--- src/rtl/sipo_frame_register.sv ---
// sipo_frame_register: serial-in/parallel-out frame capture.
// START arms a capture, SIN_VALID qualifies each incoming bit, and a
// one-cycle FRAME_VALID presents the completed WIDTH-bit word on PAR_OUT.
// Optional feature macro: SIPO_PARITY_CHECK_EN (one extra even-parity bit
// per frame, result reported on PARITY_ERR).
module sipo_frame_register #(
  parameter int WIDTH     = 8,
  parameter bit MSB_FIRST = 1'b1
) (
  input  logic                         CLK,
  input  logic                         RST,
  input  logic                         SIN,
  input  logic                         SIN_VALID,
  input  logic                         START,
  output logic [WIDTH-1:0]             PAR_OUT,
  output logic                         FRAME_VALID,
  output logic                         BUSY,
  output logic [$clog2(WIDTH+1)-1:0]   BIT_CNT,
  output logic                         PARITY_ERR
);

  localparam int CNT_W = $clog2(WIDTH + 1);
  localparam logic [CNT_W-1:0] LAST_IDX = CNT_W'(WIDTH - 1);

  typedef enum logic [1:0] {
    S_IDLE   = 2'd0,
    S_SHIFT  = 2'd1,
    S_PARITY = 2'd2,
    S_DONE   = 2'd3
  } state_t;

  state_t           state;
  state_t           state_nxt;
  logic [WIDTH-1:0] shift_reg;
  logic             last_bit;

  // Insert one bit into the partial word; direction chosen by MSB_FIRST so
  // that the first received bit ends up in the requested position.
  function automatic logic [WIDTH-1:0] shift_in(input logic [WIDTH-1:0] sr,
                                                input logic             b);
    if (MSB_FIRST) begin
      return {sr[WIDTH-2:0], b};
    end
    return {b, sr[WIDTH-1:1]};
  endfunction

  assign last_bit = SIN_VALID && (BIT_CNT == LAST_IDX);

  // State register; reset has priority over everything else.
  always_ff @(posedge CLK) begin
    if (RST) begin
      state <= S_IDLE;
    end else begin
      state <= state_nxt;
    end
  end

  // Next-state decode; any unused encoding falls back to IDLE.
  always_comb begin
    state_nxt = S_IDLE;
    case (state)
      S_IDLE:  state_nxt = START ? S_SHIFT : S_IDLE;
      S_SHIFT: begin
        if (last_bit) begin
`ifdef SIPO_PARITY_CHECK_EN
          state_nxt = S_PARITY;
`else
          state_nxt = S_DONE;
`endif
        end else begin
          state_nxt = S_SHIFT;
        end
      end
`ifdef SIPO_PARITY_CHECK_EN
      S_PARITY: state_nxt = SIN_VALID ? S_DONE : S_PARITY;
`endif
      S_DONE:  state_nxt = START ? S_SHIFT : S_IDLE;
      default: state_nxt = S_IDLE;
    endcase
  end

  // Status outputs decoded directly from the current state.
  always_comb begin
    FRAME_VALID = 1'b0;
    BUSY        = 1'b0;
    case (state)
      S_SHIFT:  BUSY = 1'b1;
`ifdef SIPO_PARITY_CHECK_EN
      S_PARITY: BUSY = 1'b1;
`endif
      S_DONE:   FRAME_VALID = 1'b1;
      default: begin
        FRAME_VALID = 1'b0;
        BUSY        = 1'b0;
      end
    endcase
  end

`ifdef SIPO_PARITY_CHECK_EN
  logic parity_err_q;
  assign PARITY_ERR = parity_err_q;
`else
  assign PARITY_ERR = 1'b0;
`endif

  // Shift register, bit counter and output word; the output word only
  // changes on the edge that finishes a frame, so it holds between frames.
  always_ff @(posedge CLK) begin
    if (RST) begin
      shift_reg    <= '0;
      PAR_OUT      <= '0;
      BIT_CNT      <= '0;
`ifdef SIPO_PARITY_CHECK_EN
      parity_err_q <= 1'b0;
`endif
    end else begin
      case (state)
        S_IDLE: begin
          if (START) begin
            shift_reg <= '0;
            BIT_CNT   <= '0;
          end
        end
        S_SHIFT: begin
          if (SIN_VALID) begin
            shift_reg <= shift_in(shift_reg, SIN);
            BIT_CNT   <= BIT_CNT + 1'b1;
`ifndef SIPO_PARITY_CHECK_EN
            if (last_bit) begin
              PAR_OUT <= shift_in(shift_reg, SIN);
            end
`endif
          end
        end
`ifdef SIPO_PARITY_CHECK_EN
        // The full data word is already in shift_reg; the incoming bit is
        // the even-parity bit, so a nonzero XOR over both flags an error.
        S_PARITY: begin
          if (SIN_VALID) begin
            PAR_OUT      <= shift_reg;
            parity_err_q <= (^shift_reg) ^ SIN;
          end
        end
`endif
        S_DONE: begin
          BIT_CNT <= '0;
          if (START) begin
            shift_reg <= '0;
          end
        end
        default: begin
          BIT_CNT <= '0;
        end
      endcase
    end
  end

endmodule

--- config.mk ---
export PLATFORM = sky130hd
export DESIGN_NAME = sipo_frame_register
export DESIGN_NICKNAME = d
export VERILOG_FILES = /design/src/rtl/sipo_frame_register.sv
export SDC_FILE = /design/constraint.sdc
export NUM_CORES = 1
export LEC_CHECK = 0
export ABC_CLOCK_PERIOD_IN_PS = 3500
export CORE_MARGIN = 10
export CORE_UTILIZATION = 53
export DETAILED_ROUTE_END_ITERATION = 16
export GPL_TIMING_DRIVEN = 1
export PLACE_DENSITY = 0.82
export SYNTH_ARGS = -nofsm -noshare
export SYNTH_HDL_FRONTEND = slang
export SYNTH_SLANG_ARGS = --single-unit
--- constraint.sdc ---
create_clock -name CLK -period 3.5 [get_ports CLK]
set_clock_uncertainty 0.2 [all_clocks]
set_input_delay 1.05 -clock CLK [delete_from_list [all_inputs] [get_ports CLK]]
set_output_delay 1.05 -clock CLK [all_outputs]
set_load 0.1 [all_outputs]
==> run summary <==
=================================================================================
Crit path time final                                                      2870 ps
CTS tree                                                                     done
Final Max Tran Viols                                                            0
Distinct cell type count of the synthesized netlist                            24
Startpoint type of the worst setup path                                 flip-flop
Tightest slew margin relative to the limit                                  0.570
Run status                                                              completed
Worst min-delay path startpoint                                      shift_reg[6]
Xor/xnor share of the synthesized area                                          0
Die Span Y                                                                63.6 um
Detailed-placement wirelength estimate                                    1460 um
Worst Setup End Kind                                                 primary output
Inserted Clock Buffers                                                          3
Core area                                                            0.00176 mm^2
Wire length of the first global-routing pass                              3410 um
Number of iterations in the first detailed-routing pass                         5
Number of inserted filler cells in the final layout                           163
Data arrival time at the worst-slack endpoint                             1620 ps
Flop-to-flop setup slack                                                  1510 ps
Ratio of final minimum period to clock period                               0.821
Net count after synthesis                                                     119
Die Wd                                                                    63.6 um
Max Clk Rate                                                              348 MHz
Final GP Congestion                                                         0.823
Warning count from the yosys run                                                0
Worst setup path startpoint                                              state[1]
Number of buffers on the longest clock path                                     2
Mux cell area share after synthesis                                        0.0896
Number of cells upsized or downsized after cts                                  0
Clock latency of the later-clocked register in the worst-skew pair         310 ps
Beginning of the worst register-to-register path                         state[1]
Endpoints failing hold                                                          0
Combined area of the multi-input logic cells                             537 um^2
Detailed router's first-iteration violation count                              15
Flip-flop count of the largest register after layout                            8
CP required                                                               2250 ps
Overall routed net length                                                 1980 um
Post-synthesis to final-layout area growth                                  17.2%
Pin slew with the least headroom to its limit                              644 ps
Count of final setup violators                                                  0
Hold buffer count at CTS                                                        0
Total DRC errors in the routed layout                                           0
Number of global-route vias before repair                                     751
PortBufs                                                                       18
I/O Pins                                                                       20
Total Neg Setup Slack                                                        0 ps
Compound-Gate Fraction of Synth Area                                        0.118
Main area contributors after synthesis                               sky130_fd_sc_hd__dfxtp_1 (42%), sky130_fd_sc_hd__nand2b_1 (11%), sky130_fd_sc_hd__mux2i_1 (9.0%)
Post-layout worst setup margin                                             626 ps
Simple-gate share of the synthesized area                                   0.260
Buffers inserted by post-CTS timing repair                                      0
Unrepaired setup endpoints after global routing                                no
Synth Area in Adders                                                       0.0622
Initial standard-cell utilization of the core                               0.570
Post-synth top flop                                                  sky130_fd_sc_hd__dfxtp_1
Share of post-route cells with drive strength above 1                       0.161
Placement Rows                                                                 15
CP Class                                                               reg -> out
Antenna diode count                                                             0
CTS root buf                                                         sky130_fd_sc_hd__clkbuf_4
Worst hold path type                                                   reg -> reg
Async set-reset flop share out of synthesis                                     0
Largest family of logic cells by synthesized area                    simple AND/OR/NAND/NOR gates
Total global-route track usage                                              0.100
Peak VDD IR                                                            0.000257 V
Post-layout net count                                                         135
CP Max Fanout                                                                  17
Biggest area consumer among synthesized cells                        sky130_fd_sc_hd__dfxtp_1
Total die area                                                       0.00404 mm^2
Sequential element share of the synthesized area                            0.418
Power density relative to cell area                                   348 mW/mm^2
Post-synthesis sequential element count                                        21
Clock sinks                                                                    21
Average instance area after synthesis                                   9.23 um^2
Remaining Overflow, GRT                                                         0
Max-cap check violation count                                                   0
Number of enable flip-flop cells after synthesis                                0
H-tree levels                                                                   1
Antenna violations before repair                                                0
Leakage power total                                                      0.468 nW
Worst slack after detailed placement                                       704 ps
Clock-pin slew on the worst setup and hold paths                           100 ps
Cells after synthesis                                                         109
Vias after detailed routing                                                   815
Routed Antenna Nets                                                             0
Pin count of the biggest net entering global routing                           25
Top-area cell type share of the netlist area                                0.418
Vias per Instance                                                            5.47
Average wire per cell in the routed design                                13.3 um
Seq. cell area                                                           420 um^2
Cell area after synthesis                                            0.00101 mm^2
=================================================================================
-- cells in the mapped netlist, types with 2 or more instances --
| cell | n |
|---|---|
| sky130_fd_sc_hd__dfxtp_1 | 21 |
| sky130_fd_sc_hd__nand2b_1 | 17 |
| sky130_fd_sc_hd__a21oi_1 | 11 |
| sky130_fd_sc_hd__o21ai_0 | 10 |
| sky130_fd_sc_hd__mux2i_1 | 9 |
| sky130_fd_sc_hd__nand4_1 | 8 |
| sky130_fd_sc_hd__ha_1 | 5 |
| sky130_fd_sc_hd__clkbuf_1 | 4 |
| sky130_fd_sc_hd__buf_2 | 3 |
| sky130_fd_sc_hd__inv_1 | 3 |
| sky130_fd_sc_hd__and4_1 | 2 |
| sky130_fd_sc_hd__nand3_1 | 2 |
| sky130_fd_sc_hd__nor2b_1 | 2 |
| sky130_fd_sc_hd__nor3_1 | 2 |
-- layout make-up --
class                      instances  area share
clock buffer                       4      0.0223
inverter                           3     0.00955
multi-input combinational         77       0.455
sequential                        21       0.357
tap                               25      0.0265
timing repair buffer              19       0.130
-- through the flow --
stage                     cells   util  total power, mW  hold slack, ps  instance area (um^2)
after floorplan             109      -            0.290             245                  1010
after global placement      145  0.653            0.301             260                  1150
after detailed placement    145  0.653            0.302             266                  1150
after CTS                   149  0.668            0.416             284                  1180
after global routing        149  0.668            0.430             301                  1180
final                       149  0.668            0.410             280                  1180
-- final timing paths --
| kind | endpoint | cells past startpoint |
|---|---|---|
| worst max-delay path | BUSY | 3 |
| worst min register to register | PAR_OUT[7] | 2 |
| worst max register to register | PAR_OUT[1] | 5 |
| worst min-delay path | PAR_OUT[7] | 2 |
-- cell families after synthesis --
family,count (synthesis)
other,1
AOI/OAI and AO/OA,23
DFF,21
buffers and inverters,11
adders and majority gates,5
and+or+nand+nor,39
muxes,9
-- cell usage in the layout, fill, tap and decap left out, drive strengths merged --
cell / synthesis / routed
nand2b: 17 / 17
nand3b: 1 / 1
conb: 1 / 1
clkdlybuf4s50: 0 / 4
nand3: 2 / 2
dfxtp: 21 / 21
buf: 4 / 15
nor2b: 3 / 3
and4: 2 / 2
o21ai: 10 / 10
a21oi: 11 / 11
a21boi: 1 / 1
nand4: 9 / 9
inv: 3 / 3
nand4b: 1 / 1
clkbuf: 4 / 4
ha: 5 / 5
a31oi: 1 / 1
nor3: 2 / 2
nand2: 1 / 1
mux2i: 9 / 9
and3b: 1 / 1
-- metal layers --
layer  up-vias  part of all wire  global-route usage  wire, um
li1        413                 -                   -         -
met1       377              0.44               0.113       878
met2        20              0.48               0.162       952
met3         5             0.061              0.0459       120
met4         0             0.015              0.0328        29
met5         -                 0                   0         0
-- power by group --
group	internal (mW)	total, mW	leakage [nW]	switching, mW
registers	0.240	0.242	0.169	0.00144
clock network	0.0446	0.113	0.0150	0.0684
logic	0.0167	0.0552	0.283	0.0385
-- critical path, stage by stage, from the launching register on --
cell and delay (ps):
sky130_fd_sc_hd__dfxtp_1 350, sky130_fd_sc_hd__inv_1 80, sky130_fd_sc_hd__ha_1 500, sky130_fd_sc_hd__buf_4 390
No activity file was read; power rests on OpenSTA's default activity.
